--- src/rtl/vx_cache_flush_ctrl_pkg.sv ---
// Shared types for the cache flush controller: FSM state encoding and
// the legal ranges of the requester/bank count parameters.
package VX_cache_pkg;

    localparam int FLUSH_STATE_BITS = 3;
    localparam int MAX_NUM_REQS     = 32;
    localparam int MAX_NUM_BANKS    = 32;

    typedef enum logic [FLUSH_STATE_BITS-1:0] {
        STATE_IDLE  = 3'd0,
        STATE_LOCK  = 3'd1,
        STATE_BEGIN = 3'd2,
        STATE_WAIT  = 3'd3,
        STATE_RESP  = 3'd4
    } flush_state_e;

endpackage

--- src/rtl/vx_cache_flush_ctrl.sv ---
// Coalesces per-core flush requests into one round: lock the core path,
// drain, pulse every bank's flush, wait for all completions, then respond.
module vx_cache_flush_ctrl
    import VX_cache_pkg::*;
#(
    parameter int NUM_REQS      = 4,
    parameter int NUM_BANKS     = 1,
    parameter int PERF_CTR_BITS = 32
) (
    input  logic                     clk,
    input  logic                     reset,
    input  logic [NUM_REQS-1:0]      flush_req_valid,
    output logic [NUM_REQS-1:0]      flush_req_ready,
    output logic [NUM_REQS-1:0]      flush_rsp_valid,
    input  logic [NUM_REQS-1:0]      flush_rsp_ready,
    output logic                     core_lock,
    input  logic                     core_idle,
    input  logic [NUM_BANKS-1:0]     bank_flush_init,
    output logic [NUM_BANKS-1:0]     bank_flush_begin,
    input  logic [NUM_BANKS-1:0]     bank_flush_end,
    output logic [PERF_CTR_BITS-1:0] flush_cycles
);

    if (NUM_REQS < 1 || NUM_REQS > MAX_NUM_REQS) begin : g_bad_num_reqs
        $error("NUM_REQS out of range");
    end
    if (NUM_BANKS < 1 || NUM_BANKS > MAX_NUM_BANKS) begin : g_bad_num_banks
        $error("NUM_BANKS out of range");
    end

    flush_state_e         state;
    logic [NUM_REQS-1:0]  pending_mask;
    logic [NUM_BANKS-1:0] done_mask;

    logic [NUM_REQS-1:0]  rsp_fire;
    logic [NUM_REQS-1:0]  pending_next;
    logic [NUM_BANKS-1:0] done_next;
    logic                 banks_done;

    assign rsp_fire     = flush_rsp_valid & flush_rsp_ready;
    assign pending_next = pending_mask & ~rsp_fire;
    // Same-cycle ends must count, so completion looks at the OR, not the register.
    assign done_next    = done_mask | bank_flush_end;
    assign banks_done   = &done_next;

    always_ff @(posedge clk) begin
        if (reset) begin
            state            <= STATE_IDLE;
            pending_mask     <= '0;
            done_mask        <= '0;
            flush_req_ready  <= '1;
            flush_rsp_valid  <= '0;
            bank_flush_begin <= '0;
            core_lock        <= 1'b0;
        end else begin
            bank_flush_begin <= '0;
            case (state)
                STATE_IDLE: begin
                    if (|flush_req_valid) begin
                        pending_mask    <= flush_req_valid;
                        flush_req_ready <= '0;
                        core_lock       <= 1'b1;
                        state           <= STATE_LOCK;
                    end
                end
                STATE_LOCK: begin
                    if (core_idle && !(|bank_flush_init)) begin
                        bank_flush_begin <= '1;
                        state            <= STATE_BEGIN;
                    end
                end
                STATE_BEGIN: begin
                    done_mask <= '0;
                    state     <= STATE_WAIT;
                end
                STATE_WAIT: begin
                    done_mask <= done_next;
                    if (banks_done) begin
                        flush_rsp_valid <= pending_mask;
                        state           <= STATE_RESP;
                    end
                end
                STATE_RESP: begin
                    pending_mask    <= pending_next;
                    flush_rsp_valid <= pending_next;
                    if (pending_next == '0) begin
                        flush_req_ready <= '1;
                        core_lock       <= 1'b0;
                        state           <= STATE_IDLE;
                    end
                end
                default: begin
                    pending_mask    <= '0;
                    flush_rsp_valid <= '0;
                    flush_req_ready <= '1;
                    core_lock       <= 1'b0;
                    state           <= STATE_IDLE;
                end
            endcase
        end
    end

    // Busy-cycle counter saturates instead of wrapping.
    always_ff @(posedge clk) begin
        if (reset) begin
            flush_cycles <= '0;
        end else if (state != STATE_IDLE && flush_cycles != {PERF_CTR_BITS{1'b1}}) begin
            flush_cycles <= flush_cycles + PERF_CTR_BITS'(1);
        end
    end

endmodule

--- config.mk ---
export PLATFORM = sky130hd
export DESIGN_NAME = vx_cache_flush_ctrl
export DESIGN_NICKNAME = d
export VERILOG_FILES = /design/src/rtl/vx_cache_flush_ctrl_pkg.sv /design/src/rtl/vx_cache_flush_ctrl.sv
export SDC_FILE = /design/constraint.sdc
export NUM_CORES = 1
export LEC_CHECK = 0
export CAP_MARGIN = 10
export CORE_MARGIN = 4
export CORE_UTILIZATION = 30
export DETAILED_ROUTE_END_ITERATION = 12
export PLACE_DENSITY_LB_ADDON = 0.12
export SYNTH_ARGS = -nofsm -noshare
export SYNTH_HDL_FRONTEND = slang
export SYNTH_SLANG_ARGS = --single-unit
--- constraint.sdc ---
create_clock -name clk -period 5.7 [get_ports clk]
set_clock_uncertainty 0.15 [all_clocks]
set_input_delay 1.14 -clock clk [delete_from_list [all_inputs] [get_ports clk]]
set_output_delay 1.14 -clock clk [all_outputs]
set_load 0.02 [all_outputs]
Word-level counts from Yosys, hierarchy flattened

Index checks and enable logic that the tools add are counted.
Widths: inputs -> output; s select.

Add/sub/neg operators: 1
$lt $le $gt $ge: 0
Bitwise gates (word level): 7
Eq/ne operators: 9
Div/mod/pow operators: 0
Shift-type cells: 0
Mux-type cells: 17
Reductions and logical operators: 15
Multiply operators: 0

Operators with widths:

| kind                  | count |
|---|---|
| $pmux 4 s3            | 3 |
| $add 32x1->32 const B | 1 |
| $ne 32x32->1 const B  | 1 |
| $mux 4                | 4 |
| $pmux 3 s5            | 1 |
| $mux 3                | 4 |
| $and 4x4->4           | 2 |
| $ne 2x2->1 const B    | 4 |
| $eq 3x2->1 const B    | 2 |
| $reduce_or 3->1       | 2 |
| $logic_not 4->1       | 1 |
| $not 4->4             | 1 |
| $reduce_and 2->1      | 2 |
| $reduce_and 4->1      | 1 |
| $reduce_or 4->1       | 1 |
| $eq 3x1->1 const B    | 1 |
| $eq 3x3->1 const B    | 1 |
| $logic_not 3->1       | 1 |
| $mux 1                | 3 |
| $not 1->1             | 3 |
| $pmux 1 s3            | 1 |
| $reduce_and 3->1      | 1 |
| $reduce_bool 3->1     | 1 |
| $logic_and 1x1->1     | 2 |
| other kinds (5)       | 5 |

Register bits: 50
Memory bits (writable): 0
Output and inout bits: 42
Bits in read-only memories: 0
Memories kept: 0
Bits in latches: 0

Longest topological paths before layout

Depth after elaboration: 6
Depth in mapped cells: 7

Worst setup path before layout

No wires, ideal clock.

Kind: register to register
Start: reg flush_cycles[4]
End: reg flush_cycles[28]
Cell stages (with the launch flop): 7
Period minus slack after synthesis: 2.542 ns
Path slack: 3.158 ns
Path buffers: 1
Arrival time: 2.322 ns
Required time: 5.480 ns
Cells stage by stage: dfxtp_1 nand4_2 or4_1 buf_2 or4b_4 or3_1 a21oi_1

Word-level cells in the longest chain between the ends: 2

RTL lines:

| what                                                  | RTL line                   | source |
|---|---|---|
| start: declaration                                    | vx_cache_flush_ctrl.sv:21  | `output logic [PERF_CTR_BITS-1:0] flush_cycles` |
| start signal: assignment                              | vx_cache_flush_ctrl.sv:108 | `flush_cycles <= flush_cycles + PERF_CTR_BITS'(1);` |
| branches (longest 2 deep; another with $add 32x1->32) | -                          |  |

Parallel ways; which one is timed is not known.
A chain may end at the register's enable or synchronous reset.

Worst setup path in the final report

Start: reg flush_cycles[17]
End: reg flush_cycles[23]

Same word-level chain as after synthesis.

==> impl_results.md <==
- Initial antenna violation count: 0
- Grt total ovfl: 0
- Final min period: 2.862 ns
- Post-synthesis cell area: 2320 µm²
- Slew Limit Fails: 0
- Area delta synth->final: 29.23%
- Root Buffer: clkbuf_8
- Max-slew headroom: 28.12%
- CTS tree: yes
- Drc violations: 0
- Die Y: 95.94 µm
- Wire length per cell: 13.48 µm
- Share of power burned in registers: 57.8%
- Core Area: 7370 µm²
- Final ANT Viol Nets: 0
- Cells after synthesis: 282
- Hold Startpoint: pending_mask[2]
- Total wire length: 5.743 mm
- Delay-heaviest family, CP: compound AO/OA/AOI/OAI gates
- DR vias/cell: 5.127
- Setup TNS: 0 ns
- Post-synth EDFFs: 0
- Worst path cell trace: nand4_1 -> or4_1 -> o2111ai_1 -> o21ai_0 -> a21oi_1
- Reg2reg path depth: 5
- Max clock buf depth: 2
- Area leader, netlist: dfxtp_1
- Final core occ: 40.68%
- Status: finished clean
- Half-perimeter wire length after placement: 4.105 mm
- Arrival time worst endpoint: 2.94 ns
- RSZ-0062 raised after global routing: false
- Count leader, synth: dfxtp_1
- Met2 GRT Util: 19.11%
- Pin count of the biggest net entering global routing: 47
- Skew-Pair Late Insertion Delay: 0.29 ns
- Total power: 0.5993 mW
- Design internal power: 0.4501 mW
- Layer with the highest usage: met2
- Syn Nets: 296
- Fmax: 349.4 MHz
- CP Buf/Inv Count: 0
- Share of post-route cells with drive strength above 1: 5.810%
- Post-cts gate resize count: 0
- Hold path depth: 2
- Worst hold path class: register to register
- LEAKAGE: 0.9282 nW
- Synth top area share: 40.56%
- Clk slew on worst S/H paths: 0.08 ns
- Drt first pass iters: 4
- Worst VDD drop: 0.0001019 V
- Worst slew pin tran: 1.077 ns
- Postcts setup bufs: 0
- Nets: 342
- # diodes: 0
- RD Place Congestion: 0.7378
- Hold_buf cts: 0
- Grt met1 use: 18.29%
- Ys flop type: dfxtp_1
- Worst Path Max Fanout: 15
- R2r endpoint: flush_cycles[23]
- Combinational share of power: 10.8%
- First-pass GRT wire length: 9.363 mm
- Vias: 2184
- Ys async rst share: 0%
- YS warnings: 0
- Site Rows: 31
- Slowest-stage cell, CP: o2111ai_1
- TritonCTS buffer count: 5
- Launch point of the worst reg-to-reg path: flush_cycles[17]
- Worst setup path start: flush_cycles[17]
- Worst reg-to-reg setup slack: 2.84 ns
- Clock share of power: 31.4%
- Setup CP Type: register to register
- Register area share after synthesis: 40.56%
- CP Launch Type: register
- H-tree depth: 2
- Yosys reg bits: 47
- Slowest Stage Delay on Critical Path: 0.91 ns
- Fillers: 781
- Die area: 9204 µm²
- IO Pins: 55
- Die Wd: 95.94 µm
- Sink Count: 47
- Setup-failing EPs final: 0
- Vias in the first global route: 1923
- Buffers on Ports: 54
- GR Util All Layers: 12.77%
- Distinct cells, synth: 45
- Maxcap violations: 0
- Psw: 0.1492 mW
- Pwr dens: 199.9 nW/µm²
- Critical Path RT: 5.77 ns
- Worst setup EP type: register
- Met3 GRT Util: 2.893%
- Hold Crit Endpoint: pending_mask[2]
- Initial Utilization: 31.48%
- Initial DRC Count: 112
- Fin. Hold Viols: 0
- Synth area leaders: dfxtp_1 41%, nand2_1 4.9%, a21oi_1 3.9%, nor2_1 3.9%, o21ai_0 3.2%
- Final worst path period share: 50.22%
- Top post-synthesis cells by count: 47 x dfxtp_1, 30 x nand2_1, 24 x nor2_1
- Switching Share: 24.90%
- Mean Syn Cell Area: 8.226 µm²
-- state kept, by name, summed over array words and instances (netlist names) --
name and cells:
core_lock 1, flush_req_ready 1, state 3, pending_mask 4, done_mask 1, flush_cycles 32, flush_rsp_valid 4, bank_flush_begin 1
-- layout by cell type, fill, tap and decap left out, types with 2 or more instances in the layout --
cell type        count
a21boi_0             2
nand2b_1             3
or2_2                3
dfxtp_1             47
o21ai_0             15
a21oi_1             18
nor3b_1              3
and4_1               4
nand2_1             30
clkbuf_8             5
or3_1               10
and3_1               4
a31oi_1              5
nor2_1              24
clkdlybuf4s50_1     54
nor2b_1              3
nor3_1               8
a31o_2               2
mux2i_1              2
o211ai_1             2
o31ai_1              7
o41ai_1              2
nor4_1               4
buf_4                3
xor2_1               5
or4_1               10
mux2_2               3
inv_1                6
xnor2_1              4
o21a_1               3
a311oi_1             4
nand3_1             12
nand4_1              7
-- how the worst max path moves through the flow --
stage                               to  slack, ns  cells after the start
floorplan             flush_cycles[28]       3.16                      6
global placement    flush_req_ready[2]       2.74                      5
detailed placement  flush_req_ready[2]       2.73                      5
CTS                   flush_cycles[23]       2.83                      5
global route          flush_cycles[31]       2.51                      5
finish                flush_cycles[23]       2.84                      5
-- power groups by stage --
stage	registers [mW]	clock network, mW	logic, mW
finish	0.346	0.188	0.0649
detailed placement	0.354	0	0.0653
global placement	0.354	0	0.0644
CTS	0.347	0.198	0.0655
floorplan	0.356	0	0.0354
global route	0.348	0.211	0.0712
-- routing by layer --
| metal | wire length, µm | share of wire [%] |
|---|---|---|
| met1 | 2941 | 51 |
| met2 | 2474 | 43 |
| met3 | 278 | 4.8 |
| met4 | 48 | 0.84 |
| met5 | 0 | 0 |
-- cell families after synthesis --
logic type	share of synthesized area [%]
XOR/XNOR	3.398
multiplexers	2.319
adder cells (fa/ha/maj)	0.5393
flip-flops	40.56
AND/OR/NAND/NOR	30.42
buffers and inverters	4.477
AO/OA/AOI/OAI	18.28
-- worst min-delay path: cells and delay by family, from the launching register on --
| family | cells | cell delay, ns |
|---|---|---|
| simple gates | 1 | 0.05 |
| compound gates | 1 | 0.07 |
| flops | 1 | 0.32 |
-- cell type report --
| class | count | area, µm² | area share (%) |
|---|---|---|---|
| clock buffer | 6 | 72.57 | 2.421 |
| inverter | 6 | 22.52 | 0.7513 |
| multi-input combinational | 211 | 1275 | 42.53 |
| sequential | 47 | 940.9 | 31.39 |
| tap | 99 | 123.9 | 4.132 |
| timing repair buffer | 57 | 563.0 | 18.78 |
-- per-stage QoR --
step	instance area, µm²	setup slack, ns	hold WS, ns	std cells
floorplan	2320	3.158	0.3170	282
global placement	2925	2.740	0.3412	420
detailed placement	2925	2.731	0.3371	420
CTS	2998	2.826	0.3538	426
global route	2998	2.510	0.3828	426
finish	2998	2.838	0.3486	426
Power figures use the tool's default switching activity.
